### config.mk
export PLATFORM = sky130hd
export DESIGN_NAME = vga_scanout_flat
export DESIGN_NICKNAME = d
export VERILOG_FILES = /design/src/rtl/vga_scanout_if.sv /design/src/rtl/vga_scanout.sv /design/src/flat_wrapper.sv
export SDC_FILE = /design/constraint.sdc
export NUM_CORES = 1
export LEC_CHECK = 0
export ABC_AREA = 1
export CAP_MARGIN = 20
export CORE_MARGIN = 8
export CORE_UTILIZATION = 47
export DETAILED_ROUTE_END_ITERATION = 6
export PLACE_DENSITY = 0.87
export SKIP_LAST_GASP = 1
export SYNTH_ARGS = -nofsm -noshare
export SYNTH_HDL_FRONTEND = slang
export SYNTH_SLANG_ARGS = --single-unit
export TNS_END_PERCENT = 1
### constraint.sdc
create_clock -name clk -period 1.3 [get_ports clk]
set_input_delay 0.195 -clock clk [delete_from_list [all_inputs] [get_ports clk]]
set_output_delay 0.195 -clock clk [all_outputs]
set_load 0.1 [all_outputs]
### src/rtl/vga_scanout_if.sv
// Scan-out port bundle: frame-buffer read port, renderer swap handshake
// and VGA output pins.
interface vga_scanout_if;
  logic [18:0] pix_addr;
  logic [8:0]  pix_data;
  logic        render_done;
  logic        swap;
  logic        swap_pending;
  logic        frame_start;
  logic [2:0]  vga_r;
  logic [2:0]  vga_g;
  logic [2:0]  vga_b;
  logic        vga_hs;
  logic        vga_vs;
  logic        vga_de;

  modport master (
    output pix_addr,
    input  pix_data,
    input  render_done,
    output swap,
    output swap_pending,
    output frame_start,
    output vga_r,
    output vga_g,
    output vga_b,
    output vga_hs,
    output vga_vs,
    output vga_de
  );

  modport slave (
    input  pix_addr,
    output pix_data,
    output render_done,
    input  swap,
    input  swap_pending,
    input  frame_start,
    input  vga_r,
    input  vga_g,
    input  vga_b,
    input  vga_hs,
    input  vga_vs,
    input  vga_de
  );
endinterface

### src/rtl/vga_scanout.sv
// VGA raster timing, frame-buffer scan-out and vblank-aligned
// buffer swap.
module vga_scanout #(
  parameter int H_ACTIVE = 640,
  parameter int H_FP     = 16,
  parameter int H_SYNC   = 96,
  parameter int H_BP     = 48,
  parameter int V_ACTIVE = 480,
  parameter int V_FP     = 10,
  parameter int V_SYNC   = 2,
  parameter int V_BP     = 33,
  parameter bit SYNC_POL = 1'b0,
  parameter int RD_LAT   = 1
) (
  input logic clk,
  input logic rst,
  vga_scanout_if.master io
);

  localparam logic [9:0] H_ACT  = 10'(H_ACTIVE);
  localparam logic [9:0] HS_BEG = 10'(H_ACTIVE + H_FP);
  localparam logic [9:0] HS_END = 10'(H_ACTIVE + H_FP + H_SYNC);
  localparam logic [9:0] H_LAST =
    10'(H_ACTIVE + H_FP + H_SYNC + H_BP - 1);
  localparam logic [9:0] V_ACT  = 10'(V_ACTIVE);
  localparam logic [9:0] VS_BEG = 10'(V_ACTIVE + V_FP);
  localparam logic [9:0] VS_END = 10'(V_ACTIVE + V_FP + V_SYNC);
  localparam logic [9:0] V_LAST =
    10'(V_ACTIVE + V_FP + V_SYNC + V_BP - 1);
  localparam logic [18:0] PIX_LAST = 19'(H_ACTIVE * V_ACTIVE - 1);

  localparam logic [0:0] S_IDLE = 1'b0;
  localparam logic [0:0] S_PEND = 1'b1;

  logic [9:0]      h_q, h_d;
  logic [9:0]      v_q, v_d;
  logic [18:0]     addr_q, addr_d;
  logic [0:0]      state_q, state_d;
  logic            swap_q, swap_d;
  logic            fs_q, fs_d;
  logic [RD_LAT:0] de_q, de_d;
  logic [RD_LAT:0] hs_q, hs_d;
  logic [RD_LAT:0] vs_q, vs_d;
  logic [8:0]      rgb_q, rgb_d;

  logic h_end, v_end, active, hs_on, vs_on, vb_entry;

  always_comb begin
    h_end    = (h_q == H_LAST);
    v_end    = (v_q == V_LAST);
    active   = (h_q < H_ACT) && (v_q < V_ACT);
    hs_on    = (h_q >= HS_BEG) && (h_q < HS_END);
    vs_on    = (v_q >= VS_BEG) && (v_q < VS_END);
    vb_entry = (h_q == 10'd0) && (v_q == V_ACT);

    h_d = h_end ? 10'd0 : h_q + 10'd1;
    v_d = v_q;
    if (h_end) v_d = v_end ? 10'd0 : v_q + 10'd1;

    // Wrapping after the last pixel keeps the blank-time address in range.
    addr_d = addr_q;
    if (active)
      addr_d = (addr_q == PIX_LAST) ? 19'd0 : addr_q + 19'd1;
    if (h_end && v_end) addr_d = 19'd0;

    fs_d = (h_q == 10'd0) && (v_q == 10'd0);

    de_d = {de_q[RD_LAT-1:0], active};
    hs_d = {hs_q[RD_LAT-1:0], hs_on ? SYNC_POL : ~SYNC_POL};
    vs_d = {vs_q[RD_LAT-1:0], vs_on ? SYNC_POL : ~SYNC_POL};
    rgb_d = de_q[RD_LAT-1] ? io.pix_data : 9'd0;

    state_d = state_q;
    swap_d  = 1'b0;
    unique case (state_q)
      S_IDLE: begin
        if (io.render_done) state_d = S_PEND;
      end
      S_PEND: begin
        if (vb_entry) begin
          swap_d  = 1'b1;
          state_d = S_IDLE;
        end
      end
      default: state_d = S_IDLE;
    endcase
  end

  always_ff @(posedge clk) begin
    if (rst) begin
      h_q     <= 10'd0;
      v_q     <= 10'd0;
      addr_q  <= 19'd0;
      state_q <= S_IDLE;
      swap_q  <= 1'b0;
      fs_q    <= 1'b0;
      de_q    <= '0;
      hs_q    <= {(RD_LAT+1){~SYNC_POL}};
      vs_q    <= {(RD_LAT+1){~SYNC_POL}};
      rgb_q   <= 9'd0;
    end else begin
      h_q     <= h_d;
      v_q     <= v_d;
      addr_q  <= addr_d;
      state_q <= state_d;
      swap_q  <= swap_d;
      fs_q    <= fs_d;
      de_q    <= de_d;
      hs_q    <= hs_d;
      vs_q    <= vs_d;
      rgb_q   <= rgb_d;
    end
  end

  assign io.pix_addr     = addr_q;
  assign io.swap         = swap_q;
  assign io.swap_pending = (state_q == S_PEND);
  assign io.frame_start  = fs_q;
  assign io.vga_r        = rgb_q[8:6];
  assign io.vga_g        = rgb_q[5:3];
  assign io.vga_b        = rgb_q[2:0];
  assign io.vga_de       = de_q[RD_LAT];
  assign io.vga_hs       = hs_q[RD_LAT];
  assign io.vga_vs       = vs_q[RD_LAT];

endmodule
### src/flat_wrapper.sv
// flat-port wrapper written by rule: the top's interface ports become plain ports
module vga_scanout_flat 
#(
  parameter int H_ACTIVE = 640,
  parameter int H_FP     = 16,
  parameter int H_SYNC   = 96,
  parameter int H_BP     = 48,
  parameter int V_ACTIVE = 480,
  parameter int V_FP     = 10,
  parameter int V_SYNC   = 2,
  parameter int V_BP     = 33,
  parameter bit SYNC_POL = 1'b0,
  parameter int RD_LAT   = 1
)
  (clk, rst, io_pix_addr, io_pix_data, io_render_done, io_swap, io_swap_pending, io_frame_start, io_vga_r, io_vga_g, io_vga_b, io_vga_hs, io_vga_vs, io_vga_de);
  vga_scanout_if io_i ();
  input logic clk;
  input logic rst;
  output wire logic [$bits(io_i.pix_addr)-1:0] io_pix_addr;
  input wire logic [$bits(io_i.pix_data)-1:0] io_pix_data;
  input wire logic [$bits(io_i.render_done)-1:0] io_render_done;
  output wire logic [$bits(io_i.swap)-1:0] io_swap;
  output wire logic [$bits(io_i.swap_pending)-1:0] io_swap_pending;
  output wire logic [$bits(io_i.frame_start)-1:0] io_frame_start;
  output wire logic [$bits(io_i.vga_r)-1:0] io_vga_r;
  output wire logic [$bits(io_i.vga_g)-1:0] io_vga_g;
  output wire logic [$bits(io_i.vga_b)-1:0] io_vga_b;
  output wire logic [$bits(io_i.vga_hs)-1:0] io_vga_hs;
  output wire logic [$bits(io_i.vga_vs)-1:0] io_vga_vs;
  output wire logic [$bits(io_i.vga_de)-1:0] io_vga_de;
  assign io_pix_addr = io_i.pix_addr;
  assign io_i.pix_data = io_pix_data;
  assign io_i.render_done = io_render_done;
  assign io_swap = io_i.swap;
  assign io_swap_pending = io_i.swap_pending;
  assign io_frame_start = io_i.frame_start;
  assign io_vga_r = io_i.vga_r;
  assign io_vga_g = io_i.vga_g;
  assign io_vga_b = io_i.vga_b;
  assign io_vga_hs = io_i.vga_hs;
  assign io_vga_vs = io_i.vga_vs;
  assign io_vga_de = io_i.vga_de;
  vga_scanout #(.H_ACTIVE(H_ACTIVE), .H_FP(H_FP), .H_SYNC(H_SYNC), .H_BP(H_BP), .V_ACTIVE(V_ACTIVE), .V_FP(V_FP), .V_SYNC(V_SYNC), .V_BP(V_BP), .SYNC_POL(SYNC_POL), .RD_LAT(RD_LAT)) u_core (.clk(clk), .rst(rst), .io(io_i));
endmodule
==> impl_metrics.tcl <==
set metrics [dict create \
    clockBufferDepth 2 \
    setup_viol 42 \
    ys_top_cells_by_area "dfxtp_1 (43%), nand2_1 (10%), nor2_1 (9.1%)" \
    busiest_layer "met2" \
    synthFlopType "dfxtp_1" \
    fin_crit_sh_pct 128 \
    cap_violations 0 \
    first_iter_violations 609 \
    ys_seq_area_share_pct 42.6 \
    dpl_cell_area_um2 4000 \
    worst_slew_pin_slew_ns 0.468 \
    hold_start "io_pix_data[6]" \
    areaGrowthSynthToFinish_pct 67.2 \
    holdPathStages 3 \
    htreeDepth 3 \
    fp.dieW_um 91.5 \
    reg2reg_to "u_core.io.pix_addr[17]" \
    dr.pass1.iters 6 \
    clk_pin_slew_ns 0.08 \
    multi_input_area_um2 1460 \
    final_nets 508 \
    row_count 27 \
    drive_above_1_share_pct 38.5 \
    die-area_um2 8370 \
    fp.dieH_um 91.5 \
    hpwl_um 5870 \
    finalHoldViolations 0 \
    grt_pass1_wl_um 16600 \
    numCtsBuffers 9 \
    met1_usage_pct 26.5 \
    gr-usage-all-layers_pct 24.9 \
    grt_pass1_vias 3170 \
    avgSynthCellArea_um2 7.26 \
    vias 3402 \
    routed_wl_um 11800 \
    critical_path.endpoint_type "flop" \
    placedCellCount 537 \
    hold_class "input port to flop" \
    ir_drop_uv 926 \
    grt_max_degree 19 \
    worstPathArrival_ns 1.96 \
    synth_top_cell_by_area "dfxtp_1" \
    synth_common_cells "nand2_1 (72), nor2_1 (65), inv_1 (59)" \
    synth_cells 369 \
    cellLeakagePower_uw 0.00197 \
    r2r_setup_slack_ns -0.37 \
    synthArstFlopShare_pct 0 \
    regArea_um2 1190 \
    reg2regPathDepth 8 \
    power.density_nw_per_um2 1060 \
    cts_tree "yes" \
    port_buffers 45 \
    rsz0062_at_grt "true" \
    crit_type "flop to flop" \
    period_minus_slack_ns 1.67 \
    power_uw 4750 \
    netlist-cell-type-count 37 \
    cp_max_fo 5 \
    cts.sinks 57 \
    worstReg2RegStart "u_core.io.pix_addr[12]" \
    root_buffer "clkbuf_8" \
    place_congestion 0.891 \
    whs_endpoint "u_core.rgb_q[6]" \
    start_kind "flop" \
    yosysMostFrequentCell "nand2_1" \
    finalClockSkew_ns 0.0161 \
    fin_ws_ns -0.368 \
    drc_errors 0 \
    final_util_pct 81.3 \
    n_fill_cell 248 \
    grtUsageMet3_pct 4.61 \
    syn_nets 386 \
    ant_nets 0 \
    antenna_found_initial 0 \
    worst_path_largest_cell_delay_ns 0.43 \
    design_area_um2 4480 \
    yosys_register_bits 57 \
    overflow 0 \
    wl_per_cell_um 20.7 \
    start_util_pct 48.6 \
    synth_edf_count 0 \
    core_area_um2 5510 \
    synth_top_area_share_pct 42.6 \
    clock.fmax_mhz 600 \
    cpLargestDelayFamily "simple AND/OR/NAND/NOR gates" \
    stdcell_count 568 \
    violations "setup timing" \
    crit_chain "nand2_1 > nor2_1 > inv_1 > nor2_1 > nand3_1 > nand2_1 > nand2_1 > nor2_1" \
    io_pins 46 \
    worstPathRequired_ns 1.60 \
    slew_headroom_pct 68.5 \
    holdBufCountCts 0 \
    yosysWarnings 0 \
    antenna-diode-count 0 \
    maxSlewViolCount 0 \
    synth_area_um2 2680 \
    critPathBufInv 1 \
    slowest_stage "dfxtp_2" \
    viasPerCell 5.99 \
    clkLatencyLatePin_ns 0.36 \
    grt_use_met2_pct 43.9 \
    status "finished, violations left" \
]
## where the power goes
part	total, uW	internal (uW)	switching [uW]	leakage, uW
clock network	1510	687	820	0.0000857
registers	1930	1830	96.5	0.000476
logic	1320	517	800	0.00141
total	4750	3030	1720	0.00197
## placed cells by master, fill, tap and decap left out, types with 6 or more instances in the layout
cell type	n
a21oi_1	7
buf_12	35
buf_4	59
buf_6	8
clkbuf_8	9
clkdlybuf4s50_1	11
dfxtp_1	34
dfxtp_2	16
dfxtp_4	7
inv_1	56
nand2_1	64
nand2_2	10
nand3_1	24
nand4_1	12
nor2_1	60
nor2_4	8
nor3_1	7
xor2_1	6
## metrics by stage
step,setup TNS [ns],setup WS (ns),hold WS [ns]
after floorplan,-5.25,-0.280,0.267
after global placement,-3.16,-0.152,0.398
after detailed placement,-4.85,-0.209,0.407
after CTS,-3.65,-0.156,0.357
after global routing,-7.85,-0.369,0.350
final,-6.90,-0.368,0.349
## registers in the layout, summed over array words and instances, names as in the netlist
signal / cells
u_core.io.pix_addr: 19
u_core.vs_q: 2
u_core.io.frame_start: 1
u_core.h_q: 10
u_core.de_q: 2
u_core.hs_q: 2
u_core.v_q: 10
u_core.rgb_q: 9
u_core.io.swap_pending: 1
u_core.io.swap: 1
## layer usage
layer | routed length, um | vias to the layer above
met5 | 0 | -
met4 | 928 | 0
met3 | 1290 | 114
met2 | 5660 | 332
met1 | 3900 | 1543
li1 | - | 1413
## how the worst max path moves through the flow
| stage | start | end | slack (ns) | cells after the start |
|---|---|---|---|---|
| 6_report | u_core.io.pix_addr[12] | u_core.io.pix_addr[17] | -0.37 | 8 |
| 5_1_grt | u_core.io.pix_addr[4] | u_core.io.pix_addr[11] | -0.37 | 10 |
| 4_1_cts | u_core.v_q[1] | u_core.io.pix_addr[7] | -0.16 | 7 |
| 3_5_place_dp | rst | u_core.io.pix_addr[1] | -0.21 | 6 |
| 3_3_place_gp | rst | u_core.io.pix_addr[11] | -0.15 | 6 |
| 2_1_floorplan | u_core.io.pix_addr[0] | u_core.io.pix_addr[12] | -0.28 | 8 |
## area by class of cell
| class | instances | area share, % |
|---|---|---|
| Clock inverter | 7 | 1.01 |
| Tap cell | 72 | 2.01 |
| Sequential cell | 57 | 26.5 |
| Inverter | 61 | 5.11 |
| Timing Repair Buffer | 113 | 30.0 |
| Multi-Input combinational cell | 249 | 32.6 |
| Clock buffer | 9 | 2.77 |
## cells by family after synthesis
kind of cell               synth area share [%]
xor gates and xnor gates                   2.62
AOI/OAI and AO/OA                          5.98
buffers and inverters                      9.71
and+or+nand+nor                            36.8
DFF                                        42.6
adders and majority gates                  2.34
## tightest hold or removal path, stage by stage
cell             delay [ns]
clkdlybuf4s50_1        0.40
inv_1                  0.05
nor2_1                 0.03
## what timing repair did
action	in CTS	in global routing
setup endpoints to repair	37	42
pin swaps	11	17
gates resized for setup	16	34
gates cloned	0	2
setup buffers	9	4
No activity file was read; power rests on OpenSTA's default activity.
